[config.mk]
export PLATFORM = sky130hd
export DESIGN_NAME = imem_arbiter
export DESIGN_NICKNAME = d
export VERILOG_FILES = /design/src/rtl/imem_arbiter.sv
export SDC_FILE = /design/constraint.sdc
export NUM_CORES = 1
export LEC_CHECK = 0
export BUFFER_PORTS_ARGS = -buffer_cell sky130_fd_sc_hd__buf_2
export CORE_AREA = 2 2 105 107
export CTS_CLUSTER_SIZE = 25
export DETAILED_ROUTE_END_ITERATION = 7
export DIE_AREA = 0 0 107 109
export PLACE_DENSITY = 0.56
export REMOVE_ABC_BUFFERS = 1
export SYNTH_ARGS = -nofsm -noshare
export SYNTH_HDL_FRONTEND = slang
export SYNTH_SLANG_ARGS = --single-unit
[constraint.sdc]
create_clock -name clk -period 1.61 [get_ports clk]
set_clock_uncertainty 0.05 [all_clocks]
set_input_delay 0 -clock clk [delete_from_list [all_inputs] [get_ports clk]]
set_output_delay 0 -clock clk [all_outputs]
set_load 0.01 [all_outputs]
[src/rtl/imem_arbiter.sv]
// Shared instruction-memory port arbiter: a loader owns the port during BOOT, then fetch
// and loader share it in RUN with a starvation limit that pushes the loader ahead.
//
// state | meaning
// BOOT  | only the loader is served, fetch is held off
// RUN   | fetch has priority until the loader has waited STARVE_MAX grants
module imem_arbiter #(
    parameter int STARVE_MAX = 4,
    parameter bit BOOT_HOLD  = 1'b1
) (
    input  logic        clk,
    input  logic        rst,
    input  logic        f_req,
    input  logic [31:0] f_addr,
    output logic        f_gnt,
    output logic        f_rvalid,
    output logic [31:0] f_rdata,
    output logic        fetch_hold,
    input  logic        l_req,
    input  logic        l_we,
    input  logic [31:0] l_addr,
    input  logic [31:0] l_wdata,
    output logic        l_gnt,
    output logic        l_rvalid,
    output logic [31:0] l_rdata,
    input  logic        boot_done,
    output logic        mem_en,
    output logic        mem_we,
    output logic [29:0] mem_addr,
    output logic [31:0] mem_wdata,
    input  logic [31:0] mem_rdata
);
    typedef enum logic {BOOT = 1'b0, RUN = 1'b1} state_t;

    localparam logic [3:0] STARVE_LIM = 4'(STARVE_MAX);
    localparam state_t     RST_STATE  = BOOT_HOLD ? BOOT : RUN;

    state_t     state;
    logic [3:0] starve_cnt;
    logic       owner_f;
    logic       owner_l;
    logic       unused_addr_lsbs;

    assign unused_addr_lsbs = ^{f_addr[1:0], l_addr[1:0]};

    // Grants are combinational so the memory sees the winning request in the same cycle.
    always_comb begin
        f_gnt = 1'b0;
        l_gnt = 1'b0;
        if (!rst) begin
            if (state == BOOT) begin
                l_gnt = l_req;
            end else if (f_req && !(l_req && starve_cnt == STARVE_LIM)) begin
                f_gnt = 1'b1;
            end else begin
                l_gnt = l_req;
            end
        end
    end

    assign mem_en     = f_gnt | l_gnt;
    assign mem_we     = l_gnt & l_we;
    assign mem_addr   = l_gnt ? l_addr[31:2] : (f_gnt ? f_addr[31:2] : 30'd0);
    assign mem_wdata  = l_gnt ? l_wdata : 32'd0;
    assign fetch_hold = (state == BOOT) | (f_req & ~f_gnt);

    // Masking with rst drops a response that was pending when reset arrived.
    assign f_rvalid = owner_f & ~rst;
    assign l_rvalid = owner_l & ~rst;
    assign f_rdata  = rst ? 32'd0 : mem_rdata;
    assign l_rdata  = rst ? 32'd0 : mem_rdata;

    always_ff @(posedge clk) begin
        if (rst) begin
            state      <= RST_STATE;
            starve_cnt <= 4'd0;
            owner_f    <= 1'b0;
            owner_l    <= 1'b0;
        end else begin
            owner_f <= f_gnt;
            owner_l <= l_gnt;
            if (state == BOOT && boot_done) begin
                state <= RUN;
            end
            if (l_gnt || !l_req) begin
                starve_cnt <= 4'd0;
            end else if (f_gnt && starve_cnt != STARVE_LIM) begin
                starve_cnt <= starve_cnt + 4'd1;
            end
        end
    end
endmodule

==> results.md, run 1 <==
- Run status: complete, but fails checks
- Violations in the final reports: negative setup slack
- Unique masters post-synth: 23
- Overall routing resource usage: 12.37%
- Count of TritonRoute iterations in the first routing pass: 4
- Post-detailed-route wirelength per cell: 13.26 um
- Number of placed I/O pins: 267
- Maximum fanout encountered on the critical timing path: 34
- TritonCTS clock tree: built
- Mean post-synth cell area: 6.311 um2
- Total placed instance area: 2834 um2
- Total power density per cell area: 347.4 nW/um2
- Netlist area before placement: 1590 um2
- First-pass GRT wire length: 11310 um
- Count of max-cap constraint violations: 0
- Min cycle time layout: 1.693 ns
- HPWL after detailed placement: 6302 um
- Area grow syn2layout: 96.46%
- Synthesis Warnings: 0
- Via-per-instance ratio: 4.088
- Net total in the final layout: 619
- Number of antenna violations at the first check in global routing: 0
- Setup ws final: -0.08277 ns
- Hold Fails Final Rpt: 0
- Maximum level of the CTS H-tree: 1
- Slew Limit Fails: 0
- Total power after layout: 1085 uW
- Element type at the critical path start: register
- Count of port buffers added during placement: 262
- Crit path largest cell delay: 0.31 ns
- Compound-gate portion of the synthesized area: 21.64%
- Effective utilization at floorplan: 15.00%
- Upper clock frequency limit: 590.7 MHz
- Critical Path Slowest Stage Cell: sky130_fd_sc_hd__dfxtp_2
- Global route total overflow: 0
- Cell breakdown of the critical path: inv_2, ha_4, buf_4, nand4b_4, a21oi_4, buf_12, and2_1, buf_2
- Count of clock tree sinks: 7
- Residual DRC: 0
- Layout Cell Area excl Fill: 3124 um2
- Horiz. Die Dim: 107 um
- Largest net degree at the start of global routing: 42
- Worst relative slew slack: 70.38%
- Kind of critical path: reg2out
- Hold Crit Class: in2reg
- Routed vias: 2543
- DR iter-0 viols: 78
- Type of element capturing the critical path: output port
- Most common cell after layout, fill and taps aside: sky130_fd_sc_hd__buf_2
- Core Box Area: 10600 um2
- Combinational family with the most area after synthesis: simple AND/OR/NAND/NOR gates
- Clock buffer count from CTS: 3
- Total Wirelength: 8246 um
- Standby leakage power: 0.001746 uW
- Clock slew seen by the registers of the worst setup and hold paths: 0.04 ns
- Antenna diode instance count: 0
- Unrepaired setup endpoints after global routing: yes
- Share of cell area taken by muxes after synthesis: 0.6294%
- Layout filler cell count: 1160
- Residual antenna-violating net count after detailed routing: 0
- Clk Latency, worst-skew pair: 0.23 ns
- RePlAce Congestion: 0.8042
- Worst supply voltage drop on vdd: 276.0 uV
- Overall die height: 109 um
- Basic-gate share of the synthesized area counting and, or, nand and nor cells: 43.51%
- Share of post-route cells with drive strength above 1: 63.69%
- Via count of the first global-routing pass: 2232
- Adder and majority gate portion of the synthesized area: 1.574%
- Synthesized flop and latch total: 7
- Req. time, crit path: 1.56 ns
- Fraction of the yosys area taken by sequential cells: 8.812%
- Total area of sequential cells: 142.6 um2
- Most used cells in the layout excluding fill and tap cells: 261 x sky130_fd_sc_hd__buf_2, 35 x sky130_fd_sc_hd__nor2b_1, 35 x sky130_fd_sc_hd__and2_1
- Clock Tree Buf Depth: 2
- Multi-input logic area: 1154 um2
- Clock root buffer master: sky130_fd_sc_hd__clkbuf_8
- Post-synthesis cell count: 252
- Site row count: 38
- Final setup violation count: 63
- Worst-margin pin slew: 0.4442 ns
- Area of the die: 11660 um2
- Arrival @ worst endpoint: 1.64 ns
- Xor-xnor portion of the synthesized cell area: 0%
- Final cycle utilization of the critical path: 105.1%
final timing paths:
kind	from	endpoint	slack, ns	depth (start not counted)
setup / recovery	starve_cnt[0]	mem_we	-0.08	8
hold / removal	f_req	starve_cnt[2]	0.10	3
setup reg to reg	starve_cnt[1]	starve_cnt[2]	0.10	7
hold reg to reg	starve_cnt[0]	starve_cnt[0]	0.49	2
cell usage after synthesis:
library cell                n  area share [%]
sky130_fd_sc_hd__dfxtp_1    7             8.8
sky130_fd_sc_hd__nor2b_1   35              14
sky130_fd_sc_hd__buf_4     32              15
sky130_fd_sc_hd__nor2_1     8             1.9
sky130_fd_sc_hd__buf_2     15             4.7
sky130_fd_sc_hd__a21boi_1   1            0.47
sky130_fd_sc_hd__nand3_1   31             9.8
sky130_fd_sc_hd__a21oi_1   33              10
sky130_fd_sc_hd__o21ai_1    5             1.6
sky130_fd_sc_hd__o21ai_0   26             8.2
sky130_fd_sc_hd__or3b_1     1            0.55
sky130_fd_sc_hd__mux2i_1    1            0.63
sky130_fd_sc_hd__nand4b_2   1            0.94
sky130_fd_sc_hd__nand2_1    2            0.47
sky130_fd_sc_hd__and2_1    36              14
sky130_fd_sc_hd__ha_1       2             1.6
sky130_fd_sc_hd__and4b_1    1            0.63
sky130_fd_sc_hd__nand4b_1   1            0.55
sky130_fd_sc_hd__buf_6      3             2.1
sky130_fd_sc_hd__nand2b_1   2            0.79
sky130_fd_sc_hd__a21oi_4    1             1.0
sky130_fd_sc_hd__clkbuf_1   6             1.4
sky130_fd_sc_hd__inv_1      2            0.47
worst max-delay path, delay by kind of cell (launching register included):
kind | cells | cell delay, ns
buffers and inverters | 4 | 0.48
DFF | 1 | 0.31
and+or+nand+nor | 2 | 0.29
AOI/OAI and AO/OA | 1 | 0.20
adders and majority gates | 1 | 0.13
cell families after synthesis:
logic type	Yosys count
AOI/OAI and AO/OA	66
buffers and inverters	58
muxes	1
and+or+nand+nor	118
adders and majority gates	2
DFF	7
power breakdown:
group | total (uW) | switching [uW] | leakage (uW) | internal, uW
clock network | 251 | 79.7 | 0.0000228 | 172
registers | 182 | 3.20 | 0.0000581 | 179
logic | 652 | 328 | 0.00167 | 324
total | 1090 | 411 | 0.00175 | 674
timing repair:
item	in CTS	in global routing
pin swaps	29	9
cloned	3	0
gates resized for setup	42	9
hold buffers	1	0
endpoints found under the hold margin	1	0
setup endpoints to repair	65	66
buffers inserted	6	1
area by class of cell:
cell class	instances	share of cell area [%]
repair buffers	282	51.22
flip-flops and latches	7	4.565
clock buffers	4	1.442
well taps	140	5.607
inverters	2	0.2403
multi-input cells	187	36.92
stage by stage:
step | cells | hold WS, ns | setup TNS, ns | utilization [%] | worst slack, ns
5_1_grt | 622 | 0.1211 | -9.808 | 29.47 | -0.1827
4_1_cts | 622 | 0.08994 | -3.522 | 29.30 | -0.09340
3_5_place_dp | 608 | 0.1729 | 0 | 26.73 | 0.02852
2_1_floorplan | 196 | -0.005908 | -12.91 | - | -0.3562
3_3_place_gp | 608 | 0.1690 | 0 | 26.73 | 0.04801
6_report | 622 | 0.1031 | -3.892 | 29.47 | -0.08277
metal layers:
layer  track usage (%)  up-vias  share of wire, %
met5                 0        -                 0
met4             1.948        0              0.56
met3             1.195        7               5.8
met2             23.11      116                52
met1             15.61     1148                41
li1                  -     1272                 -
sequential cells by signal (all words and copies together), names as in the netlist:
name,cells
starve_cnt,4
state,1
owner_l,1
owner_f,1
(Power assumes the default switching activity.)
==> run 2, diff against run 1 <==
Settings changed: CORE_AREA 2 2 105 107 to 2 2 103 105, DIE_AREA 0 0 107 109 to 0 0 105 107, GPL_ROUTABILITY_DRIVEN set to 0, PLACE_DENSITY 0.56 to 0.6.
Clock period 1.61 ns to 1.35 ns, I/O delays scaled along.
==> results.md, run 2 (synthesis results as in run 1) <==
- Antenna diode instance count: 0
- Via count of the first global-routing pass: 2373
- Area grow syn2layout: 131.2%
- Logic depth of the worst register-to-register path: 7
- Maximum level of the CTS H-tree: 1
- Clock slew seen by the registers of the worst setup and hold paths: 0.04 ns
- Number of antenna violations at the first check in global routing: 1
- Terminus of the critical flop-to-flop path: starve_cnt[2]
- Clock buffer count from CTS: 3
- HPWL after detailed placement: 6892 um
- Total placed instance area: 2874 um2
- Count of clock tree sinks: 7
- Count of max-cap constraint violations: 0
- Kind of critical path: reg2out
- Layout filler cell count: 1099
- Clock Tree Buf Depth: 2
- Final setup violation count: 67
- Run status: complete, but fails checks
- Hold Fails Final Rpt: 0
- Worst supply voltage drop on vdd: 308.3 uV
- Residual DRC: 0
- Layout Cell Area excl Fill: 3676 um2
- Worst hold margin: 0.1511 ns
- FF-to-FF setup slack: -0.17 ns
- Post-detailed-route wirelength per cell: 15.54 um
- Overall die height: 107 um
- Total Wirelength: 9792 um
- Min cycle time layout: 1.782 ns
- Most common cell after layout, fill and taps aside: sky130_fd_sc_hd__buf_2
- Site row count: 37
- Hold Crit Class: in2reg
- Total power density per cell area: 408.4 nW/um2
- Flip-flop count of the largest register after layout: 4
- Unrepaired setup endpoints after global routing: yes
- Worst-margin pin slew: 0.2981 ns
- Critical Path Slowest Stage Cell: sky130_fd_sc_hd__and4b_4
- Via-per-instance ratio: 4.238
- Critical hold path startpoint: f_req
- Element type at the critical path start: register
- Clk Latency, worst-skew pair: 0.23 ns
- Number of placed I/O pins: 267
- Total power after layout: 1501 uW
- Largest net degree at the start of global routing: 57
- Maximum fanout encountered on the critical timing path: 8
- FF-to-FF Start: starve_cnt[0]
- Core Box Area: 10090 um2
- Area of the die: 11240 um2
- Count of TritonRoute iterations in the first routing pass: 4
- Clock root buffer master: sky130_fd_sc_hd__clkbuf_8
- Arrival @ worst endpoint: 1.73 ns
- Upper clock frequency limit: 561.1 MHz
- Standby leakage power: 0.001944 uW
- DR iter-0 viols: 171
- Worst relative slew slack: 80.09%
- Type of element capturing the critical path: output port
- Share of post-route cells with drive strength above 1: 75.91%
- Cell breakdown of the critical path: inv_2, ha_4, and4b_4, buf_8, buf_6, o21ai_2, a21oi_1, buf_2
- Global route total overflow: 0
- TritonCTS clock tree: built
- Register with the highest flop count: starve_cnt
- Most used cells in the layout excluding fill and tap cells: 228 x sky130_fd_sc_hd__buf_2, 40 x sky130_fd_sc_hd__buf_6, 35 x sky130_fd_sc_hd__and2_4
- Horiz. Die Dim: 105 um
- Residual antenna-violating net count after detailed routing: 0
- Setup ws final: -0.4322 ns
- Slew Limit Fails: 0
- Effective utilization at floorplan: 15.76%
- Violations in the final reports: negative setup slack
- Req. time, crit path: 1.30 ns
- Count of port buffers added during placement: 262
- Fraction of the core area covered by cells at the end of the flow: 36.42%
- Overall routing resource usage: 13.67%
- Crit path from: starve_cnt[0]
- Net total in the final layout: 631
- Crit path largest cell delay: 0.36 ns
- Final cycle utilization of the critical path: 132.0%
- Routed vias: 2670
- Timing endpoint of the critical path: mem_addr[4]
- First-pass GRT wire length: 12700 um
## run 2: changes by cell type in the layout (fill, tap and decap cells not counted), sizes merged
cell / change
clkbuf: +3
buf: +9
## run 2: layout make-up
class / instances / area (um2) / area share (%)
Tap cell: 136 / 170.2 / 4.629
Sequential cell: 7 / 142.6 / 3.880
Inverter: 2 / 7.507 / 0.2042
Clock buffer: 4 / 45.04 / 1.225
Multi-Input combinational cell: 187 / 1331 / 36.22
Timing Repair Buffer: 294 / 1979 / 53.85
## run 2: per-stage QoR
step           setup WS (ns)  instances  setup TNS [ns]
3_5_place_dp         -0.2421        610          -12.39
5_1_grt              -0.4922        630          -27.36
6_report             -0.4322        630          -22.78
2_1_floorplan        -0.6162        196          -30.00
3_3_place_gp         -0.2162        610          -9.643
4_1_cts              -0.3616        619          -20.84
## run 2: worst min-delay path by stage
| stage | end | cells past startpoint |
|---|---|---|
| floorplan | mem_addr[0] | 1 |
| global placement | state | 3 |
| detailed placement | state | 3 |
| CTS | starve_cnt[2] | 3 |
| global route | owner_l | 3 |
| finish | starve_cnt[2] | 3 |
## run 2: routing by layer
| metal | part of all wire, % | routed length [um] | track usage [%] |
|---|---|---|---|
| met4 | 0.44 | 43 | 1.429 |
| met2 | 52 | 5061 | 22.45 |
| met5 | 0.10 | 10 | 0 |
| met3 | 6.6 | 646 | 2.310 |
| met1 | 41 | 4030 | 19.32 |
## run 2: critical path, delay by kind of cell (launching register included)
kind	cells	cell delay (ns)
adder cells (fa/ha/maj)	1	0.15
AND/OR/NAND/NOR	1	0.36
buffers and inverters	4	0.51
AO/OA/AOI/OAI	2	0.18
flip-flops	1	0.32
## run 2: where the power goes
part	internal [uW]	leakage (uW)	total, uW	switching (uW)
registers	213	0.0000581	216	2.96
clock network	205	0.0000228	300	95.4
logic	520	0.00186	985	465
total	938	0.00194	1500	563
## run 2: what timing repair did
action                     in CTS  in global routing
hold endpoints to repair        1                  0
setup endpoints to repair      70                 70
gates cloned                    3                  5
gates resized for setup        56                105
setup buffers                   1                  7
hold buffers                    1                  0
pin swaps                      43                 66
==> run 3, diff against run 2 <==
Settings changed: PLACE_DENSITY 0.6 to 0.58.
Clock period 1.35 ns to 2.2 ns, I/O delays scaled along.
==> results.md, run 3 (synthesis results as in run 1) <==
- Worst hold margin: 0.07522 ns
- Total power density per cell area: 273.4 nW/um2
- Residual DRC: 0
- Clock Tree Buf Depth: 2
- Clk Latency, worst-skew pair: 0.23 ns
- Maximum fanout encountered on the critical timing path: 29
- Register with the highest flop count: starve_cnt
- Number of placed I/O pins: 267
- Req. time, crit path: 2.15 ns
- Via count of the first global-routing pass: 2199
- Clock slew seen by the registers of the worst setup and hold paths: 0.04 ns
- Gr busiest metal: met2
- Element type at the critical path start: register
- Sum of negative setup slack: 0 ns
- Routed vias: 2458
- Count of max-cap constraint violations: 0
- Largest net degree at the start of global routing: 71
- Most common cell after layout, fill and taps aside: sky130_fd_sc_hd__buf_2
- Horiz. Die Dim: 105 um
- Unrepaired setup endpoints after global routing: no
- Final setup violation count: 0
- Post-placement setup slack: 0.3567 ns
- Layout filler cell count: 1155
- Area of the die: 11240 um2
- Site row count: 37
- Top cell family by delay on the critical path: buffers and inverters
- Residual antenna-violating net count after detailed routing: 0
- Area grow syn2layout: 78.68%
- Type of element capturing the critical path: output port
- Final cycle utilization of the critical path: 91.60%
- Arrival @ worst endpoint: 1.97 ns
- Clock buffer count from CTS: 3
- Total power after layout: 776.9 uW
- DR iter-0 viols: 167
- Worst Path Buf+Inv: 2
- Count of TritonRoute iterations in the first routing pass: 5
- Flip-flop count of the largest register after layout: 4
- Slew Limit Fails: 0
- Antenna diode instance count: 0
- Maximum level of the CTS H-tree: 1
- Overall die height: 107 um
- Run status: completed
- FF-to-FF setup slack: 0.63 ns
- Hold Crit Class: in2reg
- Critical Path Slowest Stage Cell: sky130_fd_sc_hd__and2_1
- Net total in the final layout: 606
- Kind of critical path: reg2out
- First-pass GRT wire length: 11210 um
- Share of post-route cells with drive strength above 1: 58.42%
- Met3 layer usage reported by global route: 1.398%
- Total Wirelength: 7891 um
- Worst supply voltage drop on vdd: 255.0 uV
- Number of antenna violations at the first check in global routing: 0
- Global route total overflow: 0
- Post-detailed-route wirelength per cell: 13.04 um
- Clock root buffer master: sky130_fd_sc_hd__clkbuf_8
- Count of clock tree sinks: 7
- Cell breakdown of the critical path: and2_1, buf_4, nand3_1, a21oi_1, buf_2
- Worst relative slew slack: 71.26%
- Crit path largest cell delay: 0.43 ns
- Standby leakage power: 0.001637 uW
- Worst-margin pin slew: 0.4311 ns
- Setup ws final: 0.1849 ns
- Core Box Area: 10090 um2
- Most used cells in the layout excluding fill and tap cells: 262 x sky130_fd_sc_hd__buf_2, 36 x sky130_fd_sc_hd__and2_1, 35 x sky130_fd_sc_hd__nor2b_1
- Hold Fails Final Rpt: 0
- Grt met2 use: 18.88%
- Via-per-instance ratio: 4.063
- Upper clock frequency limit: 496.2 MHz
- Effective utilization at floorplan: 15.76%
- TritonCTS clock tree: built
- Count of port buffers added during placement: 262
- HPWL after detailed placement: 6257 um
- GR Util met1: 17.55%
- Overall routing resource usage: 11.98%
- Min cycle time layout: 2.015 ns
[run 3: cell types whose count changed in the layout (fill, tap and decap cells not counted), moves of 4 or more]
cell / change
sky130_fd_sc_hd__o21ai_0: +26
sky130_fd_sc_hd__a21oi_2: -9
sky130_fd_sc_hd__buf_4: -8
sky130_fd_sc_hd__o21ai_2: -21
sky130_fd_sc_hd__buf_12: -5
sky130_fd_sc_hd__and2_4: -35
sky130_fd_sc_hd__buf_2: +34
sky130_fd_sc_hd__o21ai_1: -4
sky130_fd_sc_hd__and2_1: +35
sky130_fd_sc_hd__buf_8: -4
sky130_fd_sc_hd__a21oi_1: +9
sky130_fd_sc_hd__buf_6: -39
[run 3: metrics by stage]
step,instances,utilization [%],area (um2)
2_1_floorplan,196,-,1219
3_3_place_gp,599,27.41,2766
3_5_place_dp,599,27.41,2766
4_1_cts,604,27.96,2821
5_1_grt,605,28.16,2841
6_report,605,28.16,2841
[run 3: final timing paths]
path	start	endpoint	cells past startpoint
setup / recovery	state	mem_addr[5]	5
hold / removal	f_req	starve_cnt[2]	3
setup reg to reg	starve_cnt[0]	owner_f	6
hold reg to reg	state	state	2
[run 3: routing by layer]
metal	up-vias	share of wire, %
met4	0	0.51
met5	-	0
met1	1124	47
li1	1241	-
met3	3	5.3
met2	90	47
[run 3: worst min-delay path: cells and delay by family]
kind | cells | cell delay (ns)
compound gates | 1 | 0.05
buf+inv | 1 | 0.12
simple gates | 1 | 0.14
[run 3: area by class of cell]
| cell class | count | area, um2 | share of cell area [%] |
|---|---|---|---|
| Clock buffer | 4 | 45.04 | 1.585 |
| Inverter | 2 | 7.507 | 0.2642 |
| Multi-Input combinational cell | 188 | 1091 | 38.40 |
| Sequential cell | 7 | 140.1 | 4.932 |
| Tap cell | 136 | 170.2 | 5.989 |
| Timing Repair Buffer | 268 | 1388 | 48.83 |
[run 3: what timing repair did]
action / 4_1_cts / 5_1_grt
setup buffers: 0 / 0
hold buffers: 1 / 0
hold endpoints to repair: 1 / 0
resized for setup: 0 / 2
setup endpoints to repair: 0 / 34
[run 3: report_power, final]
part,total (uW),switching (uW),internal [uW]
Sequential,133,2.50,131
Combinational,456,236,220
Clock,187,61.4,126
Total,777,300,477
